**config.mk**
```make
export PLATFORM = sky130hd
export DESIGN_NAME = pulse_feeder
export DESIGN_NICKNAME = d
export VERILOG_FILES = /design/src/rtl/pulse_feeder.sv
export SDC_FILE = /design/constraint.sdc
export NUM_CORES = 1
export LEC_CHECK = 0
export CORE_ASPECT_RATIO = 0.75
export CORE_MARGIN = 8
export CORE_UTILIZATION = 45
export CTS_BUF_LIST = sky130_fd_sc_hd__clkbuf_2
export CTS_CLUSTER_SIZE = 16
export DETAILED_ROUTE_END_ITERATION = 10
export MAX_ROUTING_LAYER = met4
export PLACE_DENSITY = 0.63
export SLEW_MARGIN = 20
export SYNTH_ARGS = -nofsm -noshare
export SYNTH_HDL_FRONTEND = slang
export SYNTH_SLANG_ARGS = --single-unit
```
**constraint.sdc**
```tcl
create_clock -name clk -period 8.1 [get_ports clk]
set_input_delay 1.62 -clock clk [delete_from_list [all_inputs] [get_ports clk]]
set_output_delay 1.62 -clock clk [all_outputs]
set_load 0.02 [all_outputs]
```
**src/rtl/pulse_feeder.sv**
```systemverilog
// pulse_feeder: holds matrices A (M x N) and B (N x L) and plays them out as
// skewed, zero-padded wavefronts for a systolic array.
// Row i of A is delayed by i cycles on lane i of 'left'. Column j of B is
// delayed by j cycles on lane j of 'up'.
module pulse_feeder #(
    parameter int WIDTH_left      = 4,
    parameter int WIDTH_up        = 4,
    parameter int Mritx_M         = 3,
    parameter int Mritx_N         = 4,
    parameter int Mritx_L         = 3,
    parameter int Mritx_LOG2_size = 10
) (
    input  logic                          clk,
    input  logic                          rst,
    input  logic                          a_wr_en,
    input  logic [Mritx_LOG2_size-1:0]    a_wr_addr,
    input  logic [WIDTH_left-1:0]         a_wr_data,
    input  logic                          b_wr_en,
    input  logic [Mritx_LOG2_size-1:0]    b_wr_addr,
    input  logic [WIDTH_up-1:0]           b_wr_data,
    input  logic                          start,
    output logic                          busy,
    output logic                          done,
    output logic [Mritx_M*WIDTH_left-1:0] left,
    output logic [Mritx_L*WIDTH_up-1:0]   up,
    output logic                          valid_left,
    output logic                          valid_up
);

    localparam int A_SIZE = Mritx_M * Mritx_N;
    localparam int B_SIZE = Mritx_N * Mritx_L;
    localparam int MAX_ML = (Mritx_M > Mritx_L) ? Mritx_M : Mritx_L;
    // Number of stream cycles: the last row/column needs N cycles after its skew.
    localparam int T_LEN  = Mritx_N + MAX_ML - 1;
    // Counter wide enough to hold T_LEN itself, so it can never wrap.
    localparam int TW     = (T_LEN >= 1) ? $clog2(T_LEN + 1) : 1;
    localparam int AIW    = (A_SIZE > 1) ? $clog2(A_SIZE) : 1;
    localparam int BIW    = (B_SIZE > 1) ? $clog2(B_SIZE) : 1;

    localparam logic [TW-1:0] T_LAST  = TW'(T_LEN - 1);
    localparam logic [TW-1:0] VL_LAST = TW'(Mritx_N + Mritx_M - 2);
    localparam logic [TW-1:0] VU_LAST = TW'(Mritx_N + Mritx_L - 2);

    typedef enum logic [1:0] {
        IDLE   = 2'd0,
        STREAM = 2'd1,
        DONE   = 2'd2
    } state_t;

    // Registered state and outputs
    state_t                          state_r;
    logic [TW-1:0]                   t_r;
    logic                            busy_r;
    logic                            done_r;
    logic                            valid_left_r;
    logic                            valid_up_r;
    logic [Mritx_M*WIDTH_left-1:0]   left_r;
    logic [Mritx_L*WIDTH_up-1:0]     up_r;
    logic [WIDTH_left-1:0]           a_mem_r [A_SIZE];
    logic [WIDTH_up-1:0]             b_mem_r [B_SIZE];

    // Next-cycle values
    state_t                          state_nxt_s;
    logic [TW-1:0]                   t_nxt_s;
    logic                            emit_s;
    logic                            busy_nxt_s;
    logic                            done_nxt_s;
    logic                            valid_left_nxt_s;
    logic                            valid_up_nxt_s;
    logic [Mritx_M*WIDTH_left-1:0]   left_nxt_s;
    logic [Mritx_L*WIDTH_up-1:0]     up_nxt_s;
    logic [WIDTH_left-1:0]           a_next_s [A_SIZE];
    logic [WIDTH_up-1:0]             b_next_s [B_SIZE];

    // Storage contents after this edge's write. Out-of-range addresses never
    // match any slot, and writes are locked out while streaming. The stream
    // values are built from this merged view so that a write landing on the
    // start edge is already visible at t=0.
    always_comb begin
        a_next_s = a_mem_r;
        b_next_s = b_mem_r;
        for (int k = 0; k < A_SIZE; k++) begin
            if (a_wr_en && !busy_r && (a_wr_addr == Mritx_LOG2_size'(k))) begin
                a_next_s[k] = a_wr_data;
            end else begin
                a_next_s[k] = a_mem_r[k];
            end
        end
        for (int k = 0; k < B_SIZE; k++) begin
            if (b_wr_en && !busy_r && (b_wr_addr == Mritx_LOG2_size'(k))) begin
                b_next_s[k] = b_wr_data;
            end else begin
                b_next_s[k] = b_mem_r[k];
            end
        end
    end

    // Sequencer: next state, next stream index and the control outputs.
    always_comb begin
        state_nxt_s = state_r;
        t_nxt_s     = t_r;
        emit_s      = 1'b0;
        busy_nxt_s  = 1'b0;
        done_nxt_s  = 1'b0;
        case (state_r)
            IDLE: begin
                if (start) begin
                    state_nxt_s = STREAM;
                    t_nxt_s     = '0;
                    emit_s      = 1'b1;
                    busy_nxt_s  = 1'b1;
                end else begin
                    state_nxt_s = IDLE;
                end
            end
            STREAM: begin
                if (t_r == T_LAST) begin
                    state_nxt_s = DONE;
                    t_nxt_s     = '0;
                    done_nxt_s  = 1'b1;
                end else begin
                    t_nxt_s     = t_r + TW'(1);
                    emit_s      = 1'b1;
                    busy_nxt_s  = 1'b1;
                end
            end
            DONE: begin
                state_nxt_s = IDLE;
            end
            default: begin
                state_nxt_s = IDLE;
                t_nxt_s     = '0;
            end
        endcase
    end

    // Skewed lane data for the stream index about to be presented.
    always_comb begin
        left_nxt_s       = '0;
        up_nxt_s         = '0;
        valid_left_nxt_s = 1'b0;
        valid_up_nxt_s   = 1'b0;
        for (int i = 0; i < Mritx_M; i++) begin
            int d;
            d = int'(t_nxt_s) - i;
            if (emit_s && (d >= 0) && (d < Mritx_N)) begin
                left_nxt_s[i*WIDTH_left +: WIDTH_left] = a_next_s[AIW'(i * Mritx_N + d)];
            end else begin
                left_nxt_s[i*WIDTH_left +: WIDTH_left] = '0;
            end
        end
        for (int j = 0; j < Mritx_L; j++) begin
            int d;
            d = int'(t_nxt_s) - j;
            if (emit_s && (d >= 0) && (d < Mritx_N)) begin
                up_nxt_s[j*WIDTH_up +: WIDTH_up] = b_next_s[BIW'(d * Mritx_L + j)];
            end else begin
                up_nxt_s[j*WIDTH_up +: WIDTH_up] = '0;
            end
        end
        if (emit_s) begin
            valid_left_nxt_s = (t_nxt_s <= VL_LAST);
            valid_up_nxt_s   = (t_nxt_s <= VU_LAST);
        end else begin
            valid_left_nxt_s = 1'b0;
            valid_up_nxt_s   = 1'b0;
        end
    end

    // State, counter and output registers.
    always_ff @(posedge clk or negedge rst) begin
        if (!rst) begin
            state_r      <= IDLE;
            t_r          <= '0;
            busy_r       <= 1'b0;
            done_r       <= 1'b0;
            valid_left_r <= 1'b0;
            valid_up_r   <= 1'b0;
            left_r       <= '0;
            up_r         <= '0;
        end else begin
            state_r      <= state_nxt_s;
            t_r          <= t_nxt_s;
            busy_r       <= busy_nxt_s;
            done_r       <= done_nxt_s;
            valid_left_r <= valid_left_nxt_s;
            valid_up_r   <= valid_up_nxt_s;
            left_r       <= left_nxt_s;
            up_r         <= up_nxt_s;
        end
    end

    // Matrix storage registers.
    always_ff @(posedge clk or negedge rst) begin
        if (!rst) begin
            a_mem_r <= '{default: '0};
            b_mem_r <= '{default: '0};
        end else begin
            a_mem_r <= a_next_s;
            b_mem_r <= b_next_s;
        end
    end

    assign busy       = busy_r;
    assign done       = done_r;
    assign left       = left_r;
    assign up         = up_r;
    assign valid_left = valid_left_r;
    assign valid_up   = valid_up_r;

endmodule
```
# After elaboration in Yosys (flattened, before gate mapping)
# Cells that the tools add are included.
[op_classes]
addsub = 7
n_mul = 3
magnitude_cmp = 13
eq_ne = 26
muxes = 60
bitwise = 6
reduce_logical = 36
[ops]
columns = ["operator", "n"]
rows = [
  ["4-bit two-way mux", 42],
  ["4-bit binary-select mux with 4-bit select", 6],
  ["10-bit by 3-bit == test with 1-bit output, second input constant", 8],
  ["10-bit by 4-bit == test with 1-bit output, second input constant", 8],
  ["10-bit by 2-bit == test with 1-bit output, second input constant", 4],
  ["1-bit logical AND", 32],
  ["4-bit by 5-bit >= comparator with 1-bit output, second input constant", 6],
  ["10-bit by 1-bit == test with 1-bit output, second input constant", 2],
  ["10-bit zero test", 2],
  ["4-bit NOT", 5],
  ["3-bit one-hot mux with 3 select lines", 1],
  ["4-bit adder, first input constant", 2],
  ["4-bit by 1-bit >= comparator with 1-bit output, second input constant", 2],
  ["4-bit < comparator, second input constant", 2],
  ["4-bit by 3-bit multiplier with 4-bit output, second input constant", 2],
  ["1-bit two-way mux", 6],
  ["3-bit two-way mux", 2],
  ["4-bit by 2-bit adder with 4-bit output, second input constant", 1],
  ["4-bit by 3-bit adder with 4-bit output, second input constant", 1],
  ["3-bit by 2-bit multiplier with 4-bit output, second input constant", 1],
  ["3-bit NOT with 4-bit output", 1],
  ["2-bit one-hot mux with 2 select lines", 1],
  ["3-bit by 1-bit subtractor with 4-bit output, second input constant", 1],
  ["3-bit by 2-bit subtractor with 4-bit output, second input constant", 1],
  ["other kinds (12)", 12],
]
[word_totals]
register_bits = 128
inputBits = 33
out_inout_bits = 28
elab_cells = 182

# Longest topological paths before layout
[logic_depth]
depth_word = 11
ltp_mapped = 13

# Worst setup path after synthesis
# Ideal clock, no wire load.
[synth_timing]
kind = "input -> register"
from = "in start"
to = "reg up_r[5], in the netlist up[5]"
setup_time_ps = 132
arrival_ps = 4488
required_ps = 7968
setup_slack_ps = 3479
stages = 13
n_path_buf = 3
path_cell_list = "nor2b_1 -> nor2_1 -> nand2_1 -> o21ai_1 -> clkbuf_1 -> inv_1 -> ha_1 -> clkbuf_1 -> inv_1 -> clkbuf_1 -> mux4_2 -> a22oi_1 -> a21oi_1"
[synth_between]
elab_chain_len = 10
[synth_rtl]
columns = ["element", "line_no", "text"]
rows = [
  ["start: declaration", "21", "input logic start,"],
  ["3-bit two-way mux *", "107", "if (start) begin"],
  ["3-bit one-hot mux with 3 select lines *", "105", "case (state_r)"],
  ["net t_nxt_s[1]", "64", "logic [TW-1:0] t_nxt_s;"],
  ["3-bit by 1-bit subtractor with 4-bit output *", "154", "d = int'(t_nxt_s) - j;"],
  ["4-bit by 3-bit multiplier with 4-bit output", "156", "up_nxt_s[j*WIDTH_up +: WIDTH_up] = b_next_s[BIW'(d * Mritx_L + j)];"],
  ["4-bit by 2-bit adder with 4-bit output", "156", ""],
  ["4-bit NOT (not written as such)", "156", ""],
  ["4-bit binary-select mux with 4-bit select", "156", ""],
  ["4-bit two-way mux (not written as such) (2 in series)", "156", ""],
  ["4-bit two-way mux *", "155", "if (emit_s && (d >= 0) && (d < Mritx_N)) begin"],
  ["net up_nxt_s[5]", "71", "logic [Mritx_L*WIDTH_up-1:0] up_nxt_s;"],
  ["end signal: assignment", "189", "up_r <= up_nxt_s;"],
  ["end: declaration", "58", "logic [Mritx_L*WIDTH_up-1:0] up_r;"],
]
# Mark *: on every way through the listed nets, which the timed path passes. The rest lies on a longest branch. The select of a mux whose other input is x is not followed.
# A chain may end at the register's enable or synchronous reset.

# Worst setup path in the final report
[layout_timing]
from = "in start"
to = "reg up_r[4], in the netlist up[4]"
[layout_between]
elab_chain_len = 10
[layout_rtl]
columns = ["element", "line_no"]
rows = [
  ["3-bit two-way mux", "107"],
  ["3-bit one-hot mux with 3 select lines", "105"],
  ["3-bit by 1-bit subtractor with 4-bit output", "154"],
  ["4-bit by 3-bit multiplier with 4-bit output", "156"],
  ["4-bit by 2-bit adder with 4-bit output", "156"],
  ["4-bit NOT (not written as such)", "156"],
  ["4-bit binary-select mux with 4-bit select", "156"],
  ["4-bit two-way mux (not written as such) (2 in series)", "156"],
  ["4-bit two-way mux *", "155"],
  ["net up_nxt_s[4]", "71"],
]
# Marks and branches as above.

==> results.yml <==
outcome:
  status: "finished, final reports clean"
final_layout:
  drive_above_1_share_pct: 16.7
  area_growth_syn_to_layout_pct: 14.1
  layout_commonest_cell: "dfrtp_1"
  register_area_um2: 3200
  multi_input_area_um2: 3370
  fin_nets: 725
  layout_common_cells: "dfrtp_1, clkdlybuf4s50_1, mux2_2"
  fin_util_pct: 52.1
  n_fill_cell: 1323
  antenna_cells: 0
worst_setup_path:
  r2r-end: "up[4]"
  worst-setup-path-type: "in -> reg"
  worstSetupStartpointType: "primary input"
  regToRegSetupSlack_ns: 4.23
  slowest_stage: "ha_1"
  crit_fanout: 25
  crit_arrival_ns: 5.36
  rr_startpoint: "state_r[1]"
  critical-path-max-stage-delay_ns: 1.03
  cp_cell_sequence: "clkdlybuf4s50_1, nor2b_1, nor2_1, nand2_1, o21ai_1, buf_4, inv_1, ha_1, inv_1, mux4_2, a22oi_1, a21oi_1"
  r2r_cells: 9
  worstPathRequired_ns: 8.74
  cp-end-kind: "register"
  cpMostUsedCell: "inv_1"
clock_network:
  clk_latency_ns: 0.74
  clockRootBuffer: "clkbuf_2"
  clock_sinks: 128
  htreeDepth: 4
  hold_buffers: 0
  cts_tree: "yes"
  cts_resized: 0
  path_clk_slew_ns: 0.22
  cts_buffers: 17
  clockBufferDepth: 2
  post_cts_buffers: 0
timing:
  post-route-period-util_pct: 58.2
  skew_ns: 0.0312
  max_freq_mhz: 212
  rsz0062_at_grt: "no"
  min_period_ns: 4.71
  hold_violations: 0
  worst_pin_slew_ns: 1.05
  slew_headroom_pct: 30.1
  finalSetupViolCount: 0
  slew_violations: 0
  tns_ns: 0
power_and_ir_drop:
  vdd_drop_max_v: 0.000198
  p_int_mw: 1.48
  p_per_area_nw_per_um2: 361
  seqPwrFrac_pct: 26.0
  pwr-share-comb_pct: 59.6
  p_sw_share_pct: 47.9
  finalPower_mw: 2.85
  leakage_nw: 3.60
  p_clk_share_pct: 14.4
  p_sw_mw: 1.36
placement:
  gp_congestion: 0.971
  dp_hpwl_um: 13100
  portBuffers: 60
min_path:
  min-delay-path-class: "reg -> reg"
  min_to: "a_mem_r[42]"
  hold_path_startpoint: "a_mem_r[42]"
  min_path_cells: 2
die:
  die_h_um: 123
  dieWidth_um: 159
  start_util_pct: 45.7
  die_area_um2: 19600
  rows: 39
  core_area_um2: 15100
  io_pins: 61
synthesis:
  syn_nets: 681
  async_flop_share_pct: 100
  synth_area_per_cell_um2: 10.9
  yosysUniqueCellTypes: 50
  yosysSeqAreaShare_pct: 46.4
  synth_edf_count: 0
  ys_ff_latch: 128
  synth_area_um2: 6910
  syn-instance-count: 636
  synthFlopType: "dfrtp_1"
  ys_warn_count: 0
detailed_routing:
  drtIter0Drc: 577
  num_vias: 5356
  ant_nets: 0
  vias_per_cell: 5.96
  wl_met1_um: 8890
  avgRoutedWirePerCell_um: 20.2
  wl_met3_um: 1580
  dr.pass1.iters: 7
  totalWireLength_um: 18200
  post-route-drc-count: 0
  met2_length_um: 7460
  top_layer_used: "met4"
global_route:
  grt_max_degree: 75
  grt_pass1_wl_um: 29500
  grt_pass1_vias: 5357
  grt_antenna_before_repair: 0
  grt.overflow.total: 0
  grt_use_total_pct: 19.8
flow_run:
  cap_viol_max_count: 0
-- critical path, delay by kind of cell --
family,cells,cell delay [ns]
multiplexers,1,0.57
adder cells (fa/ha/maj),1,1.03
AO/OA/AOI/OAI,3,0.36
buffers and inverters,4,1.44
AND/OR/NAND/NOR,3,0.34
-- area by class of cell --
class,instances,area share [%]
well taps,205,3.25
clock buffers,17,1.08
inverters,44,2.09
multi-input cells,423,42.7
repair buffers,66,8.16
clock inverters,15,2.06
flip-flops and latches,128,40.6
-- flip-flops by register name (all words and copies together) (netlist names) --
name	flops
b_mem_r	48
state_r	2
left	12
valid_up	1
up	12
busy	1
t_r	3
a_mem_r	48
done	1
-- cells in the mapped netlist, types with 4 or more instances --
master	count	area [um^2]
nor4_1	11	68.8
mux4_2	16	360
inv_1	43	161
dfrtp_1	128	3200
o211a_1	5	50.1
o22ai_1	9	56.3
nand4_1	9	56.3
or3_1	5	31.3
ha_1	11	138
a21oi_1	26	130
mux2i_1	16	160
nand2_1	41	154
a41oi_1	19	166
buf_1	5	18.8
nor2_1	17	63.8
and4_1	9	78.8
a21o_1	22	165
nor4b_1	4	35.0
o21ai_0	33	165
nand3_1	11	55.1
a211oi_1	26	195
nor3_1	12	60.1
nor2b_1	12	75.1
buf_2	12	60.1
mux2_2	56	631
clkbuf_1	21	78.8
nand2b_1	10	62.6
o211ai_1	6	45.0
-- worst max-delay path by stage --
stage               start  endpoint  slack (ns)  cells past startpoint
floorplan           start     up[5]        3.48                     13
detailed placement  start     up[4]        2.62                     12
CTS                 start     up[4]        3.44                     12
global placement    start     up[4]        2.74                     12
finish              start     up[4]        3.39                     12
global route        start     up[9]        3.18                     12
-- per-layer routing --
metal	up-vias	GRT usage, %
met5	-	-
met4	0	5.64
met3	27	6.05
met1	2640	28.3
li1	2453	-
met2	236	26.6
-- logic make-up after synthesis --
group	synth area share, %
AO/OA/AOI/OAI	15.5
XOR/XNOR	0.634
adder cells (fa/ha/maj)	2.28
buffers and inverters	5.00
flip-flops	46.4
multiplexers	16.7
AND/OR/NAND/NOR	13.5
-- power by group through the flow --
stage / registers, mW / logic [mW] / clock network, mW
floorplan: 0.776 / 1.17 / 0
finish: 0.739 / 1.70 / 0.410
global placement: 0.748 / 1.62 / 0
global route: 0.746 / 1.84 / 0.445
detailed placement: 0.750 / 1.67 / 0
CTS: 0.739 / 1.68 / 0.419
-- per-stage QoR --
| step | worst slack (ns) | instance area (um^2) | std cells | hold slack [ns] |
|---|---|---|---|---|
| floorplan | 3.48 | 6910 | 636 | 0.450 |
| global placement | 2.74 | 7630 | 866 | 0.467 |
| detailed placement | 2.62 | 7630 | 866 | 0.474 |
| CTS | 3.44 | 7880 | 898 | 0.515 |
| global route | 3.18 | 7890 | 898 | 0.533 |
| finish | 3.39 | 7890 | 898 | 0.512 |
Note: power is estimated with default switching activity, not from simulation.
